## config.mk

```make
export PLATFORM = sky130hd
export DESIGN_NAME = vga_timing_gen
export DESIGN_NICKNAME = d
export VERILOG_FILES = /design/src/rtl/vga_timing_gen.sv
export SDC_FILE = /design/constraint.sdc
export NUM_CORES = 1
export LEC_CHECK = 0
export CORE_MARGIN = 2
export CORE_UTILIZATION = 41
export CTS_CLUSTER_SIZE = 30
export DETAILED_ROUTE_END_ITERATION = 10
export GPL_ROUTABILITY_DRIVEN = 0
export PLACE_DENSITY_LB_ADDON = 0.1
export RECOVER_POWER = 50
export SLEW_MARGIN = 5
export SYNTH_ARGS = -nofsm -noshare
export SYNTH_HDL_FRONTEND = slang
export SYNTH_SLANG_ARGS = --single-unit
```

## constraint.sdc

```tcl
create_clock -name clk100 -period 3.7 [get_ports clk100]
set_input_delay 0.925 -clock clk100 [delete_from_list [all_inputs] [get_ports clk100]]
set_output_delay 0.925 -clock clk100 [all_outputs]
set_load 0.005 [all_outputs]
```

## src/rtl/vga_timing_gen.sv

```systemverilog
// 640x480@60 VGA timing from a 100 MHz clock: divide-by-DIV pixel tick, h/v counters, sync/active decode.
// Latency: HS/VS/vidSel are combinational from the registered counters (no extra cycle); no backpressure.
// Build option SYNC_ACTIVE_LOW_EN inverts HS and VS for negative sync polarity.

module vga_lt #(
    parameter int CW = 10
) (
    input  logic [CW-1:0] a,
    input  logic [CW-1:0] b,
    output logic          lt
);
    assign lt = (a < b);
endmodule

module vga_timing_gen #(
    parameter int DIV         = 4,
    parameter int H_TOTAL     = 800,
    parameter int H_SYNC      = 96,
    parameter int H_ACT_START = 144,
    parameter int H_ACT_END   = 784,
    parameter int V_TOTAL     = 525,
    parameter int V_SYNC      = 2,
    parameter int V_ACT_START = 35,
    parameter int V_ACT_END   = 515,
    parameter int CW          = 10
) (
    input  logic clk100,
    input  logic reset,
    output logic HS,
    output logic VS,
    output logic vidSel
);
    localparam int PW = (DIV > 2) ? $clog2(DIV) : 1;

    logic [PW-1:0] prescaler;
    logic [CW-1:0] hcount;
    logic [CW-1:0] vcount;
    logic          pix_tick;
    logic          tc_h;
    logic          tc_v;

    assign pix_tick = (prescaler == PW'(DIV - 1));
    assign tc_h     = pix_tick && (hcount == CW'(H_TOTAL - 1));
    assign tc_v     = tc_h && (vcount == CW'(V_TOTAL - 1));

    // DIV is a power of two, so the prescaler wraps naturally.
    always_ff @(posedge clk100 or negedge reset) begin
        if (!reset) begin
            prescaler <= '0;
        end else begin
            prescaler <= prescaler + PW'(1);
        end
    end

    always_ff @(posedge clk100 or negedge reset) begin
        if (!reset) begin
            hcount <= '0;
        end else if (tc_h) begin
            hcount <= '0;
        end else if (pix_tick) begin
            hcount <= hcount + CW'(1);
        end
    end

    always_ff @(posedge clk100 or negedge reset) begin
        if (!reset) begin
            vcount <= '0;
        end else if (tc_v) begin
            vcount <= '0;
        end else if (tc_h) begin
            vcount <= vcount + CW'(1);
        end
    end

    logic h_sync_lt, h_beg_lt, h_end_lt;
    logic v_sync_lt, v_beg_lt, v_end_lt;

    vga_lt #(.CW(CW)) u_h_sync (.a(hcount), .b(CW'(H_SYNC)),      .lt(h_sync_lt));
    vga_lt #(.CW(CW)) u_h_beg  (.a(hcount), .b(CW'(H_ACT_START)), .lt(h_beg_lt));
    vga_lt #(.CW(CW)) u_h_end  (.a(hcount), .b(CW'(H_ACT_END)),   .lt(h_end_lt));
    vga_lt #(.CW(CW)) u_v_sync (.a(vcount), .b(CW'(V_SYNC)),      .lt(v_sync_lt));
    vga_lt #(.CW(CW)) u_v_beg  (.a(vcount), .b(CW'(V_ACT_START)), .lt(v_beg_lt));
    vga_lt #(.CW(CW)) u_v_end  (.a(vcount), .b(CW'(V_ACT_END)),   .lt(v_end_lt));

    assign vidSel = !h_beg_lt && h_end_lt && !v_beg_lt && v_end_lt;

`ifdef SYNC_ACTIVE_LOW_EN
    assign HS = ~h_sync_lt;
    assign VS = ~v_sync_lt;
`else
    assign HS = h_sync_lt;
    assign VS = v_sync_lt;
`endif

endmodule

```

* Yosys cells after proc, flatten, opt, wreduce, memory -nomap -nowiden *
Index checks and enable logic that the tools add are counted.

storage, ports and cells
  output and inout port bits = 3
  register bits after elaboration = 22
  input bits = 2

cells by class
  $lt $le $gt $ge = 6
  eq/ne operators = 3
  add/subtract/negate cells = 3
  muxes and demuxes = 4
  reduce and logical (&&, ||, !) cells = 9

operator list
  cell                                                                    number
  10-bit two-way mux                                                      4
  10-bit by 1-bit adder with 10-bit output (second input constant)        2
  10-bit equality test (second input constant)                            2
  10-bit < comparator (second input constant)                             2
  10-bit by 2-bit < comparator with 1-bit output (second input constant)  1
  10-bit by 6-bit < comparator with 1-bit output (second input constant)  1
  10-bit by 7-bit < comparator with 1-bit output (second input constant)  1
  10-bit by 8-bit < comparator with 1-bit output (second input constant)  1
  1-bit logical AND                                                       5
  2-bit nonzero test                                                      2
  2-bit by 1-bit adder with 2-bit output (second input constant)          1
  2-bit equality test (second input constant)                             1
  1-bit logical NOT                                                       2

* Depth between registers and ports, before layout *
Gate-level depths: netlist of run 1.

  word-level depth = 5
  depth in mapped cells = 7

* Modules after synthesis *
A second synthesis of run 1 with hierarchy kept.

second synthesis, totals
  cells, all modules = 300
  area, all modules = 2551.2 um^2

by module, submodules not included
  module          seq. area each (um^2)  instances  area each (um^2)  cells an instance
  vga_lt          0.0                    6          235.2             32
  vga_timing_gen  550.5                  1          1139.8            108

* Worst setup path before layout of run 1 *
OpenSTA, ideal clock, no wires.

  kind = reg-to-output
  from = register vcount[0]
  to = output vidSel
  path slack = 1174 ps
  required time = 2775 ps
  data arrival time = 1601 ps
  cell stages (with the launch flop) = 5
  buffers on the path = 0
  cells stage by stage = dfrtp_1 -> ha_1 -> or4_1 -> o41a_1 -> a311oi_1

on the way
  word-level cells in the longest chain between the ends = 4
  elaborated cells on any way between the ends = 5

RTL lines
  item                                            RTL line  text
  from (decl)                                     37        logic [CW-1:0] vcount;
  from (signal assigned)                          71        vcount <= vcount + CW'(1);
  10-bit by 6-bit < comparator with 1-bit output  12        assign lt = (a < b);
  1-bit logical NOT                               85        assign vidSel = !h_beg_lt && h_end_lt && !v_beg_lt && v_end_lt;
  1-bit logical AND                               85
  1-bit logical AND (*)                           85
  to (decl)                                       31        output logic vidSel

Mark *: on every way between the ends. The rest lies on a longest branch, timed or not.

* Final worst setup path of run 1 *
Ends and elaborated chain as after synthesis.

==> impl_metrics.csv, run 1 <==
group,metric,value,unit
clock_network,cts.clk_slew.worst_paths,120,ps
worst_hold_path,hold_class,"reg -> reg",
die,core,2758,um^2
routing,detail_route.wl_per_cell,13.76,um
critical_path,start_kind,"register",
grt,grtUsageTotal,14.82,%
critical_path,worstPathArrival,2510,ps
place,io_buffers,4,
pwr,p_total,0.4304,mW
finish,drive_above_1_share,5.738,%
clock_network,cts_setup_buffers,0,
timing,drv_slew,0,
die,ios,5,
grt,antenna_found_initial,0,
yosys,synthCells,120,
clock_network,cts_buffer_depth,2,
finish,final_cell_mix,"dfrtp_1 (22), nand3_1 (12), inv_1 (10)",
yosys,syn-num-nets,126,
critical_path,crit_fanout,5,
routing,wirelength,2105,um
timing,finalCriticalPeriod,3433,ps
yosys,ys_seq_elements,22,
finish,layout_commonest_cell,"dfrtp_1",
clock_network,cts-buffers-inserted,3,
yosys,synth_edf_count,0,
clock_network,htreeDepth,1,
outcome,status,"finished, final reports clean",
grt,grt_pass1_wl,3781,um
timing,finalSetupViolCount,0,
pwr,power_density,333.0,nW/um^2
routing,vias,866,
critical_path,worstPathRequired,2770,ps
die,rows,19,
routing,ant_nets,0,
routing,drt-vias-per-instance,5.660,
yosys,synthFlopType,"dfrtp_1",
die,die_x,58.07,um
clock_network,clk_latency,310,ps
timing,max_freq,291.3,MHz
place,dp_hpwl,1511,um
die,fp.dieArea,3372,um^2
die,start_util,43.47,%
routing,drc,0,
clock_network,ctsResizeCount,0,
yosys,ys_warn_count,0,
yosys,ys_types,38,
clock_network,ctsRootBufferMaster,"clkbuf_4",
grt,grt_max_degree,23,
critical_path,critPathCaptureType,"output port",
clock_network,cts_hold_buf,0,
critical_path,slowest_delay,530,ps
grt,grt_pass1_vias,787,
yosys,netlist_area,1199,um^2
clock_network,clkSinkCount,22,
finish,antenna_cells,0,
timing,final.setup.tns,0,ps
pwr,p_leak,0.5680,nW
critical_path,path_class,"reg -> out",
timing,worst_pin_slew,983.3,ps
timing,hold_viol_final,0,
timing,finalCritPeriodShare,92.78,%
finish,area_growth,7.829,%
critical_path,crit_path_top_delay_cell,"clkdlybuf4s50_1",
yosys,postSynthAreaPerCell,9.989,um^2
die,die_y,58.07,um
clock_network,tritoncts,"yes",
grt,overflow,0,
critical_path,crit_path_cell_trace,"ha_1, or4_1, o41a_1, a311oi_1, clkdlybuf4s50_1",
timing,worst_hold_slack,435.3,ps
timing,skew,6.600,ps
timing,max_slew_margin,34.23,%
routing,dr.first_iter.drc_count,28,
pwr,vdd_drop_max,0.0004205,V
yosys,seq_area_frac_synth,45.93,%
job,cap_violations,0,
timing,rsz0062_at_grt,"no",
yosys,async_flop_share,100.0,%
finish,nets,129,
routing,drt-pass1-iter-count,4,
-- worst paths after layout --
check	startpoint	endpoint	slack, ps	depth (start not counted)
min reg2reg	prescaler[0]	prescaler[0]	440	1
min in group asynchronous	reset	hcount[7]	1200	1
max	vcount[0]	vidSel	270	5
min	prescaler[0]	prescaler[0]	440	1
max reg2reg	prescaler[0]	hcount[9]	1770	5
max in group asynchronous	reset	hcount[3]	1900	1
-- Yosys cell counts, types with 2 or more instances --
cell type  count  share of area (%)
a21oi_1        3                1.3
a311oi_1       2                1.5
a31oi_1        4                2.1
and3_1         3                1.6
and4_1         3                2.2
buf_2          3                1.3
dfrtp_1       22                 46
ha_1           4                4.2
inv_1         10                3.1
nand2_1        3               0.94
nand3_1       12                5.0
nand4_1        5                2.6
nor2_1         6                1.9
nor3_1         2               0.84
nor4_1         2                1.0
o21ai_0        3                1.3
o21ai_1        2               0.84
or4_1          3                1.9
xnor2_1        7                5.1
xor2_1         3                2.2
-- logic make-up after synthesis --
logic type | count (synthesis) | share of synthesized area [%]
AO/OA/AOI/OAI | 23 | 13.36
XOR/XNOR | 10 | 7.307
adder cells (fa/ha/maj) | 4 | 4.176
buffers and inverters | 16 | 5.741
flip-flops | 22 | 45.93
AND/OR/NAND/NOR | 45 | 23.49
-- critical path: cells and delay by family (launching register included) --
family	cells	cell delay, ps
buffers and inverters	1	530
AO/OA/AOI/OAI	2	520
flip-flops	1	440
AND/OR/NAND/NOR	1	440
adder cells (fa/ha/maj)	1	270
-- state kept, by name (all words and copies together) (netlist names) --
| register | cells |
|---|---|
| vcount | 10 |
| hcount | 10 |
| prescaler | 2 |
-- power breakdown --
part	leakage [nW]	switching (mW)	total, mW	internal (mW)
Sequential	0.293	0	0.240	0.240
Clock	0.0279	0.0753	0.185	0.109
Combinational	0.247	0.00447	0.00517	0.000701
-- area by class of cell --
type / instances / area, um^2
fill: 274 / 1465
sequential: 22 / 550.5
clock buffer: 3 / 22.52
clock inverter: 1 / 30.03
multi-input combinational: 82 / 573.1
timing repair buffer: 4 / 40.04
tap: 31 / 38.79
inverter: 10 / 37.54
-- through the flow --
step | cell area, um^2 | utilization [%] | std cells | worst slack (ps)
finish | 1292 | 46.87 | 153 | 267.3
global route | 1292 | 46.87 | 153 | 93.54
CTS | 1299 | 47.10 | 153 | 237.7
detailed placement | 1246 | 45.19 | 149 | 615.6
global placement | 1246 | 45.19 | 149 | 627.1
floorplan | 1199 | - | 120 | 1174
-- per-layer routing --
metal	track usage, %	wire length (um)
met2	21.59	925
met5	0	0
met3	4.688	66
met1	20.88	1090
met4	4.983	23
Power figures use the tool's default switching activity.
==> run 2, diff against run 1 <==
--- a/config.mk
+++ b/config.mk
@@ -7,10 +7,9 @@
 export LEC_CHECK = 0
 export CORE_MARGIN = 2
 export CORE_UTILIZATION = 41
-export CTS_CLUSTER_SIZE = 30
+export CTS_CLUSTER_SIZE = 14
 export DETAILED_ROUTE_END_ITERATION = 10
 export GPL_ROUTABILITY_DRIVEN = 0
-export PLACE_DENSITY_LB_ADDON = 0.1
 export RECOVER_POWER = 50
 export SLEW_MARGIN = 5
 export SYNTH_ARGS = -nofsm -noshare
==> run 2 against run 1 <==
Net effect:
- via count is 0.46% higher
- clock-buffer cell count unchanged
- power grew 0.47%
- clock power barely moved
- largest power group unchanged
- die area unchanged
- hold slack lost 6.4 ps
- design area unchanged
- setup slack got worse by 15 ps
- sequential share of layout area stayed put
==> impl_metrics.csv, run 2 (synthesis results as in run 1) <==
group,metric,value,unit
timing,worst_pin_slew,993.3,ps
clock_network,ctsResizeCount,0,
die,ios,5,
place,dpl_cell_area,1246,um^2
grt,grt.busiest_layer,"met2",
grt,use_met3,2.009,%
routing,vias,870,
clock_network,htreeDepth,1,
routing,drt-pass1-iter-count,4,
finish,nets,129,
worst_hold_path,hold_class,"reg -> reg",
clock_network,clkSinkCount,22,
grt,grtUsageTotal,14.53,%
die,core,2758,um^2
die,rows,19,
timing,max_slew_margin,33.56,%
routing,drc,0,
critical_path,slowest_delay,540,ps
grt,grtUsageMet2,21.75,%
routing,ant_nets,0,
pwr,pwr-share-seq,55.6,%
pwr,vdd_drop_max,0.0001733,V
pwr,p_comb_share,1.2,%
finish,final_area,1292,um^2
critical_path,critPathCaptureType,"output port",
die,die_y,58.07,um
finish,drive_above_1_share,5.738,%
place,io_buffers,4,
finish,layout_commonest_cell,"dfrtp_1",
timing,max_freq,290.0,MHz
routing,detail_route.wl_per_cell,14.08,um
outcome,status,"finished, final reports clean",
timing,hold_viol_final,0,
timing,finalSetupViolCount,0,
critical_path,worstPathRequired,2770,ps
finish,fin_util,46.87,%
job,cap_violations,0,
finish,largestRegisters,"hcount (10), vcount (10), prescaler (2)",
grt,grt_pass1_wl,3774,um
grt,overflow,0,
critical_path,crit_path_cell_trace,"ha_1, or4_1, o41a_1, a311oi_1, clkdlybuf4s50_1",
grt,grt_use_met1,21.53,%
critical_path,crit_fanout,5,
timing,rsz0062_at_grt,"no",
clock_network,ctsRootBufferMaster,"clkbuf_4",
pwr,p_sw,0.08180,mW
pwr,power.internal,0.3506,mW
routing,drt-vias-per-instance,5.686,
finish,antenna_cells,0,
grt,grt_pass1_vias,807,
critical_path,worstPathArrival,2520,ps
timing,setup_slack,252.0,ps
clock_network,cts_buffer_depth,2,
clock_network,cts_setup_buffers,0,
critical_path,start_kind,"register",
routing,dr.first_iter.drc_count,43,
place,dp_hpwl,1497,um
critical_path,cp_num_buf_inv,1,
grt,antenna_found_initial,0,
critical_path,path_delay_family,"buffers and inverters",
finish,area_growth,7.829,%
clock_network,cts.clk_slew.worst_paths,140,ps
pwr,swShare,18.92,%
routing,wirelength,2155,um
critical_path,crit_path_top_delay_cell,"clkdlybuf4s50_1",
timing,finalCritPeriodShare,93.19,%
die,fp.dieArea,3372,um^2
clock_network,tritoncts,"yes",
place,dpl_worst_slack,600.2,ps
finish,final_cell_mix,"dfrtp_1 (22), nand3_1 (12), inv_1 (10)",
pwr,clkPwrFrac,43.2,%
timing,drv_slew,0,
clock_network,cts-buffers-inserted,3,
pwr,power_density,334.6,nW/um^2
timing,final.setup.tns,0,ps
clock_network,clk_latency,310,ps
timing,finalCriticalPeriod,3448,ps
pwr,p_total,0.4324,mW
die,start_util,43.47,%
pwr,p_leak,0.5676,nW
clock_network,cts_hold_buf,0,
grt,grt_max_degree,23,
critical_path,path_class,"reg -> out",
finish,fillerInstances,256,
die,die_x,58.07,um
timing,skew,12.21,ps
==> run 2: cell counts in the layout (fill, tap and decap cells not counted) <==
No cell type changed its count.
==> run 2: layer usage <==
metal  up-vias  share of wire, %
met5         -                 0
met4         0              0.88
met3         2               2.2
met2         7                42
met1       417                55
li1        444                 -
==> run 2: per-stage QoR <==
stage                     instances  hold slack (ps)
after detailed placement        149            415.0
after global routing            153            465.2
final                           153            428.9
after global placement          149            414.1
after CTS                       153            432.8
after floorplan                 120            400.6
==> run 2: path summary, 6_finish.rpt <==
check                        startpoint           end  slack (ps)  depth (start not counted)
max                           vcount[0]        vidSel         250                          5
min                        prescaler[0]  prescaler[0]         430                          1
min in group asynchronous         reset     vcount[5]        1200                          1
max reg2reg                prescaler[0]     hcount[9]        1720                          5
min reg2reg                prescaler[0]  prescaler[0]         430                          1
max in group asynchronous         reset     hcount[1]        1890                          1
==> run 2: cell type report <==
type / count / area, um^2 / area share [%]
clock buffers: 3 / 22.52 / 1.742
flip-flops and latches: 22 / 550.5 / 42.59
multi-input cells: 82 / 573.1 / 44.34
clock inverters: 1 / 30.03 / 2.323
inverters: 10 / 37.54 / 2.904
well taps: 31 / 38.79 / 3.001
repair buffers: 4 / 40.04 / 3.098
==> run 2: power by group through the flow <==
stage	registers (mW)	logic [mW]	clock network, mW
detailed placement	0.245	0.00588	0
global route	0.241	0.00628	0.200
CTS	0.240	0.00582	0.191
global placement	0.245	0.00585	0
floorplan	0.245	0.000000266	0
finish	0.240	0.00521	0.187
==> run 3, diff against run 2 <==
--- a/config.mk
+++ b/config.mk
@@ -11,6 +11,7 @@
 export DETAILED_ROUTE_END_ITERATION = 10
 export GPL_ROUTABILITY_DRIVEN = 0
 export RECOVER_POWER = 50
+export SKIP_LAST_GASP = 1
 export SLEW_MARGIN = 5
 export SYNTH_ARGS = -nofsm -noshare
 export SYNTH_HDL_FRONTEND = slang
==> results of run 3 <==
No change in the layout: final DEF, timing and power equal those of run 2.
